===== src/rtl/image_stream_reader.sv =====
// image_stream_reader
//   Reads a burst of wordCount words starting at baseAddress from a dual-port
//   memory (two words per cycle) and presents them as a two-lane stream with
//   valid/ready handshaking. Read data arrives one cycle after the address is
//   presented and lands in a 2-entry FIFO of word pairs, so no read is lost
//   while the consumer stalls.
//
// Ports
//   clk, reset             clock, asynchronous active-high reset
//   start                  one-cycle burst request (sampled only when idle)
//   baseAddress, wordCount burst first address / length, sampled with start
//   address, addressB      port A / port B read addresses
//   writeEnable(B)         always 0
//   memOut, memOutB        port A / port B read data
//   outData, outDataB      lane A / lane B stream data
//   outValid, outValidB    beat valid / lane B holds a word in this beat
//   outReady               downstream accepts the beat
//   busy, done, error      burst active / completion pulse / range error
module image_stream_reader #(
  parameter int DATA_W    = 64,
  parameter int ADDR_W    = 16,
  parameter int MEM_WORDS = 49152
) (
  input  logic              clk,
  input  logic              reset,
  input  logic              start,
  input  logic [ADDR_W-1:0] baseAddress,
  input  logic [ADDR_W-1:0] wordCount,
  output logic [ADDR_W-1:0] address,
  output logic [ADDR_W-1:0] addressB,
  output logic              writeEnable,
  output logic              writeEnableB,
  input  logic [DATA_W-1:0] memOut,
  input  logic [DATA_W-1:0] memOutB,
  output logic [DATA_W-1:0] outData,
  output logic [DATA_W-1:0] outDataB,
  output logic              outValid,
  output logic              outValidB,
  input  logic              outReady,
  output logic              busy,
  output logic              done,
  output logic              error
);

  localparam logic [ADDR_W:0] MEM_LIMIT = (ADDR_W+1)'(MEM_WORDS);

  typedef enum logic [1:0] {S_IDLE, S_RUN, S_DRAIN} state_t;

  state_t            r_state;
  state_t            w_state_nxt;

  logic [ADDR_W-1:0] r_next;
  logic [ADDR_W-1:0] r_rem;
  logic [ADDR_W-1:0] r_addr_q;
  logic [ADDR_W-1:0] r_addrb_q;
  logic              r_inflight;
  logic              r_infl_b;

  logic [DATA_W-1:0] r_fifo_a  [2];
  logic [DATA_W-1:0] r_fifo_b  [2];
  logic              r_fifo_vb [2];
  logic              r_wr_ptr;
  logic              r_rd_ptr;
  logic [1:0]        r_count;

  logic              r_done;
  logic              r_error;

  logic              w_pop;
  logic [2:0]        w_occ;
  logic              w_issue;
  logic              w_lane_b;
  logic              w_last;
  logic [ADDR_W-1:0] w_step;
  logic              w_range_err;
  logic              w_zero;
  logic              w_accept;

  assign w_pop       = (r_count != 2'd0) && outReady;
  // Credit counts the slot freed by this cycle's pop; without it the pipe
  // alternates issue/stall and only reaches half rate.
  assign w_occ       = {1'b0, r_count} + {2'b0, r_inflight} - {2'b0, w_pop};
  assign w_issue     = (r_state == S_RUN) && (w_occ < 3'd2);
  assign w_lane_b    = (r_rem > ADDR_W'(1));
  assign w_last      = (r_rem <= ADDR_W'(2));
  assign w_step      = w_lane_b ? ADDR_W'(2) : ADDR_W'(1);
  assign w_range_err = ({1'b0, baseAddress} + {1'b0, wordCount}) > MEM_LIMIT;
  assign w_zero      = (wordCount == '0);
  assign w_accept    = (r_state == S_IDLE) && start;

  always_ff @(posedge clk or posedge reset) begin
    if (reset) r_state <= S_IDLE;
    else       r_state <= w_state_nxt;
  end

  always_comb begin
    w_state_nxt = r_state;
    case (r_state)
      S_IDLE:  if (start && !w_zero && !w_range_err) w_state_nxt = S_RUN;
      S_RUN:   if (w_issue && w_last) w_state_nxt = S_DRAIN;
      S_DRAIN: if ((r_count == 2'd0) && !r_inflight) w_state_nxt = S_IDLE;
      default: w_state_nxt = S_IDLE;
    endcase
  end

  // Burst bookkeeping, issue tracking and status flags.
  always_ff @(posedge clk or posedge reset) begin
    if (reset) begin
      r_next     <= '0;
      r_rem      <= '0;
      r_addr_q   <= '0;
      r_addrb_q  <= '0;
      r_inflight <= 1'b0;
      r_infl_b   <= 1'b0;
      r_wr_ptr   <= 1'b0;
      r_rd_ptr   <= 1'b0;
      r_count    <= 2'd0;
      r_done     <= 1'b0;
      r_error    <= 1'b0;
    end else begin
      r_done <= 1'b0;
      if (w_accept) begin
        r_next  <= baseAddress;
        r_rem   <= wordCount;
        r_error <= !w_zero && w_range_err;
        if (w_zero || w_range_err) r_done <= 1'b1;
      end
      if ((r_state == S_DRAIN) && (w_state_nxt == S_IDLE)) r_done <= 1'b1;

      r_inflight <= w_issue;
      r_infl_b   <= w_lane_b;
      if (w_issue) begin
        r_addr_q  <= r_next;
        r_addrb_q <= r_next + ADDR_W'(1);
        r_next    <= r_next + w_step;
        r_rem     <= r_rem - w_step;
      end

      if (r_inflight) r_wr_ptr <= ~r_wr_ptr;
      if (w_pop)      r_rd_ptr <= ~r_rd_ptr;
      r_count <= r_count + {1'b0, r_inflight} - {1'b0, w_pop};
    end
  end

  // FIFO storage needs no reset: r_count gates every read of it.
  always_ff @(posedge clk) begin
    if (r_inflight) begin
      r_fifo_a[r_wr_ptr]  <= memOut;
      r_fifo_b[r_wr_ptr]  <= memOutB;
      r_fifo_vb[r_wr_ptr] <= r_infl_b;
    end
  end

  // Addresses are presented combinationally in the issue cycle so the
  // synchronous memory returns data on the following cycle; otherwise the
  // last issued value is held.
  assign address      = w_issue ? r_next : r_addr_q;
  assign addressB     = w_issue ? (r_next + ADDR_W'(1)) : r_addrb_q;
  assign writeEnable  = 1'b0;
  assign writeEnableB = 1'b0;

  assign outValid  = (r_count != 2'd0);
  assign outData   = r_fifo_a[r_rd_ptr];
  assign outDataB  = r_fifo_b[r_rd_ptr];
  assign outValidB = outValid && r_fifo_vb[r_rd_ptr];

  assign busy  = (r_state != S_IDLE);
  assign done  = r_done;
  assign error = r_error;

endmodule

===== config.mk =====
export PLATFORM = sky130hd
export DESIGN_NAME = image_stream_reader
export DESIGN_NICKNAME = d
export VERILOG_FILES = /design/src/rtl/image_stream_reader.sv
export SDC_FILE = /design/constraint.sdc
export NUM_CORES = 1
export LEC_CHECK = 0
export CORE_ASPECT_RATIO = 0.8
export CORE_MARGIN = 2
export CORE_UTILIZATION = 43
export CTS_BUF_LIST = sky130_fd_sc_hd__clkbuf_8
export CTS_CLUSTER_SIZE = 30
export DETAILED_ROUTE_END_ITERATION = 6
export PLACE_DENSITY = 0.73
export SYNTH_ARGS = -nofsm -noshare
export SYNTH_HDL_FRONTEND = slang
export SYNTH_SLANG_ARGS = --single-unit

===== constraint.sdc =====
create_clock -name clk -period 6.3 [get_ports clk]
set_input_delay 0.945 -clock clk [delete_from_list [all_inputs] [get_ports clk]]
set_output_delay 0.945 -clock clk [all_outputs]
set_load 0.03 [all_outputs]

### Word level (Yosys, flattened, before mapping)

Memory sizes are Yosys's and may differ from the RTL's.
Index checks and enable logic that the tools add are counted.

* reduce and logical (&&, ||, !) cells: 21
* add/subtract/negate cells: 8
* $lt $le $gt $ge: 4
* bitwise gates (word level): 2
* mux-type cells: 16
* equality and inequality tests: 2

Operators with widths (count)
* 16-bit 2-to-1 mux: 6
* 16-bit by 16-bit adder with 17-bit output: 1
* 17-bit by 16-bit greater-than comparator with 1-bit output (second input constant): 1
* 16-bit by 1-bit adder with 16-bit output (second input constant): 1
* 16-bit by 2-bit adder with 16-bit output: 1
* 16-bit by 1-bit greater-than comparator with 1-bit output (second input constant): 1
* 16-bit by 2-bit less-or-equal comparator with 1-bit output (second input constant): 1
* 16-bit zero test: 1
* 16-bit by 2-bit subtractor with 16-bit output: 1
* 1-bit logical AND: 10
* 2-bit 2-to-1 mux: 4
* 2-bit zero test: 3
* 2-bit one-hot mux with 3 select lines: 1
* 2-bit nonzero test: 3
* 1-bit 2-to-1 mux: 5
* 2-bit by 1-bit adder with 3-bit output: 1
* 1-bit zero test: 3
* 3-bit by 2-bit less-than comparator with 1-bit output (second input constant): 1
* 3-bit by 1-bit subtractor with 3-bit output: 1
* 2-bit by 1-bit adder with 2-bit output: 1
* 2-bit by 1-bit == test with 1-bit output (second input constant): 1
* 2-bit == test (second input constant): 1
* 1-bit NOT: 2
* 2-bit by 1-bit subtractor with 2-bit output: 1
* 1-bit logical OR: 1

* flip-flop bits (word level): 74
* bits in writable memories: 258
* input port bits: 164
* word-level logic and storage cells: 68
* memories kept: 3

Memory list
* r_fifo_a: words 2, width 64, rd ports 1, clocked after memory_dff 0, write ports 1, RTL line 59 `logic [DATA_W-1:0] r_fifo_a [2];`
* r_fifo_b: words 2, width 64, rd ports 1, clocked after memory_dff 0, write ports 1, RTL line 60 `logic [DATA_W-1:0] r_fifo_b [2];`
* r_fifo_vb: words 2, width 1, rd ports 1, clocked after memory_dff 0, write ports 1, RTL line 61 `logic r_fifo_vb [2];`

### Logic depth before layout (Yosys ltp)

* word-level depth: 11
* mapped depth: 16
* depth with buffers taken out: 15

### Worst setup path before layout

OpenSTA, ideal clock, no wires.

* path kind: register to register
* start point: register r_wr_ptr
* end point: memory r_fifo_a[0][0] (enable)
* data arrival time: 6.102 ns
* slack: -0.436 ns
* data required time: 5.666 ns
* stages on the path, launching flop included: 2
* library setup time: 0.634 ns
* buffers on the path: 0
* cells stage by stage: dfrtp_1 -> nor2b_1

RTL lines
* from (decl): RTL line 62 `logic r_wr_ptr;`
* from (signal assigned): RTL line 139 `if (r_inflight) r_wr_ptr <= ~r_wr_ptr;`
* to (decl): RTL line 59

Straight into the memory's write port.

### Worst setup path after layout

* start point: input port outReady
* end point: output port address[5]

* longest elaborated chain between the ends: 5

RTL lines
* from (decl): RTL line 39 `input logic outReady,`
* 1-bit logical AND: RTL line 79 `assign w_pop = (r_count != 2'd0) && outReady;`
* named net w_pop: RTL line 69 `logic w_pop;`
* 3-bit by 1-bit subtractor with 3-bit output: RTL line 82 `assign w_occ = {1'b0, r_count} + {2'b0, r_inflight} - {2'b0, w_pop};`
* 3-bit by 2-bit less-than comparator with 1-bit output: RTL line 83 `assign w_issue = (r_state == S_RUN) && (w_occ < 3'd2);`
* 1-bit logical AND: RTL line 83
* 16-bit 2-to-1 mux
* to (decl): RTL line 29 `output logic [ADDR_W-1:0] address,`

The timed path passes the listed nets, and every way through them passes these cells.

==> flow_summary.json <==
{
  "status": "finished clean",
  "vias": 9332,
  "synth-main-ff-cell": "edfxtp_1",
  "io_pins": 331,
  "viasPerCell": 5.25,
  "synth_async_sr_flop_share": 0.223,
  "routed_wl_um": 35800,
  "cp.required_ps": 5350,
  "die_x_um": 206,
  "io_buffers": 328,
  "seqCellArea_sq_um": 9600,
  "busiest_layer": "met2",
  "drt_first_pass_iters": 5,
  "ys_types": 62,
  "path_clk_slew_ps": 60,
  "worst_slew_pin_slew_ps": 1100,
  "hpwl_um": 25200,
  "fin_nets": 1492,
  "met2_usage": 0.332,
  "path_class": "in2out",
  "synth-seq-cells": 332,
  "grt_max_degree": 75,
  "slew_violations": 0,
  "cts_tree": "built",
  "drtIter0Drc": 598,
  "synth_top_area_share": 0.554,
  "rows": 59,
  "final_cell_mix": "clkdlybuf4s50_1, edfxtp_1, mux2_2",
  "fin_crit_sh": 0.825,
  "grt_pass1_wl_um": 52500,
  "place_area_sq_um": 17700,
  "die_h_um": 165,
  "start_kind": "input port",
  "synth.area.top_cells": "edfxtp_1, dfrtp_1, mux2_2",
  "synthToLayoutAreaGrowth_pct": 34.6,
  "utilization": 0.583,
  "power_density_nw_per_um2": 513,
  "fin_ws_ps": 1100,
  "grt.total_usage": 0.204,
  "fillers": 2579,
  "critPathArrivalTime_ps": 4250,
  "cts_root_buf": "clkbuf_8",
  "hold-worst-slack_ps": 451,
  "power_leakage_nw": 6.86,
  "postCtsSetupRepairBufs": 0,
  "met3_usage": 0.0667,
  "fin_crit_ps": 5200,
  "drive_gt1_frac": 0.170,
  "antenna_left": 0,
  "cts_resized": 0,
  "clk_path_buf_depth": 3,
  "hold_path.class": "reg2reg",
  "setup_viol": 0,
  "hold_buffers": 0,
  "max-cap-violations": 0,
  "ys_seq_area_frac": 0.687,
  "rsz0062_at_grt": "no",
  "cts_sinks": 332,
  "start_util": 0.433,
  "multi_input_area_sq_um": 4120,
  "final_common_cell": "clkdlybuf4s50_1",
  "synth_edf_count": 258,
  "path_max_fanout": 16,
  "clock_skew_ps": 22.5,
  "drc_errors": 0,
  "max-vdd-ir-drop_mv": 0.654,
  "end_kind": "output pin",
  "hold_viol_final": 0,
  "fmax_mhz": 192,
  "design_area_sq_um": 18800,
  "h-tree-depth": 2,
  "die-area_sq_um": 34000,
  "postSynthAreaPerCell_sq_um": 14.6,
  "power_mw": 9.65,
  "grtUsageMet1": 0.258,
  "fin_cells": 1778,
  "antenna_found_initial": 6,
  "dp_slack_ps": 1050,
  "gp_congestion": 0.841,
  "core_area_sq_um": 32300,
  "max_slew_margin": 0.266,
  "setup_tns_ps": 0,
  "placed_cells": 1673,
  "cts_made_buffers": 53,
  "synth_top_cell_by_area": "edfxtp_1",
  "syn-cell-area_sq_um": 14000,
  "grt_overflow": 0,
  "ys_warn_count": 0,
  "clkLatencyLatePin_ps": 600,
  "routedWlPerCell_um": 20.1,
  "syn_inst": 954,
  "grt_pass1_vias": 9254
}
-- cells by family (layout without fill, tap and decap cells) --
family	after synthesis	in the layout	synth area share
adders and majority gates	27	27	0.0263
xor gates and xnor gates	23	23	0.0144
DFF	332	332	0.687
other	1	7	0.000268
muxes	131	131	0.105
AOI/OAI and AO/OA	137	137	0.0675
buffers and inverters	67	458	0.0189
and+or+nand+nor	236	236	0.0802
-- flip-flops by register name, indices dropped and copies added (netlist names), 2 cells and up --
name / cells
r_fifo_vb: 2
r_fifo_a: 128
r_rem: 16
r_addr_q: 16
r_fifo_b: 128
r_addrb_q: 16
r_count: 2
r_next: 16
r_state: 2
-- cell usage after synthesis, types with 3 or more instances --
| cell | instances |
|---|---|
| o211ai_1 | 8 |
| and2_1 | 4 |
| o21ai_0 | 38 |
| and3_1 | 4 |
| buf_1 | 5 |
| edfxtp_1 | 258 |
| inv_1 | 21 |
| o22ai_1 | 3 |
| a21oi_1 | 26 |
| a211o_1 | 5 |
| buf_2 | 4 |
| dfrtp_1 | 74 |
| nor4_1 | 8 |
| nand4b_1 | 5 |
| o221ai_1 | 3 |
| a221o_1 | 5 |
| nand2_1 | 104 |
| fa_1 | 4 |
| nand4_1 | 6 |
| xor2_1 | 12 |
| o32ai_1 | 3 |
| ha_1 | 23 |
| mux2_2 | 129 |
| nor2_1 | 48 |
| a211oi_1 | 7 |
| nor3_1 | 9 |
| a21o_1 | 7 |
| o311ai_0 | 6 |
| o211a_1 | 3 |
| nor3b_1 | 3 |
| or4_1 | 4 |
| a22oi_1 | 4 |
| or2_2 | 3 |
| a31oi_1 | 3 |
| clkbuf_1 | 35 |
| nand3_1 | 24 |
| xnor2_1 | 11 |
-- layout make-up --
class,instances,area share
timing repair buffer,337,0.179
inverter,21,0.00426
clock buffer,61,0.0446
tap,427,0.0284
antenna,5,0.000665
multi-input combinational,556,0.219
sequential,332,0.511
clock inverter,39,0.0135
-- worst max-delay path, cell delays in order --
cell	delay, ps
clkdlybuf4s50_1	450
and2_1	160
ha_1	240
inv_1	60
ha_1	140
inv_1	50
fa_1	370
xnor2_1	150
nand4b_1	230
inv_1	510
nand2_1	140
nand2_1	120
clkdlybuf4s50_1	690
-- power breakdown --
group	internal [mW]	total (mW)	switching, mW
combinational	1.81	4.52	2.70
clock	1.01	1.85	0.840
sequential	2.95	3.28	0.328
-- per-layer routing --
metal / vias to the layer above / part of all wire / routed length (um)
met1: 4571 / 0.41 / 14500
met4: 4 / 0.026 / 925
met5: - / 0.00064 / 23
met3: 69 / 0.097 / 3480
met2: 374 / 0.47 / 16800
li1: 4314 / - / -
-- path summary, 6_finish.rpt --
check | cells past startpoint | startpoint | end | slack [ps]
hold / removal | 0 | r_infl_b | r_fifo_vb[0] | 450
min in group asynchronous | 3 | reset | r_addr_q[3] | 980
hold reg to reg | 0 | r_infl_b | r_fifo_vb[0] | 450
setup / recovery | 13 | outReady | address[5] | 1100
setup reg to reg | 15 | r_count[1] | r_rem[7] | 2450
max in group asynchronous | 3 | reset | r_rd_ptr | 4570
Power figures use the tool's default switching activity.
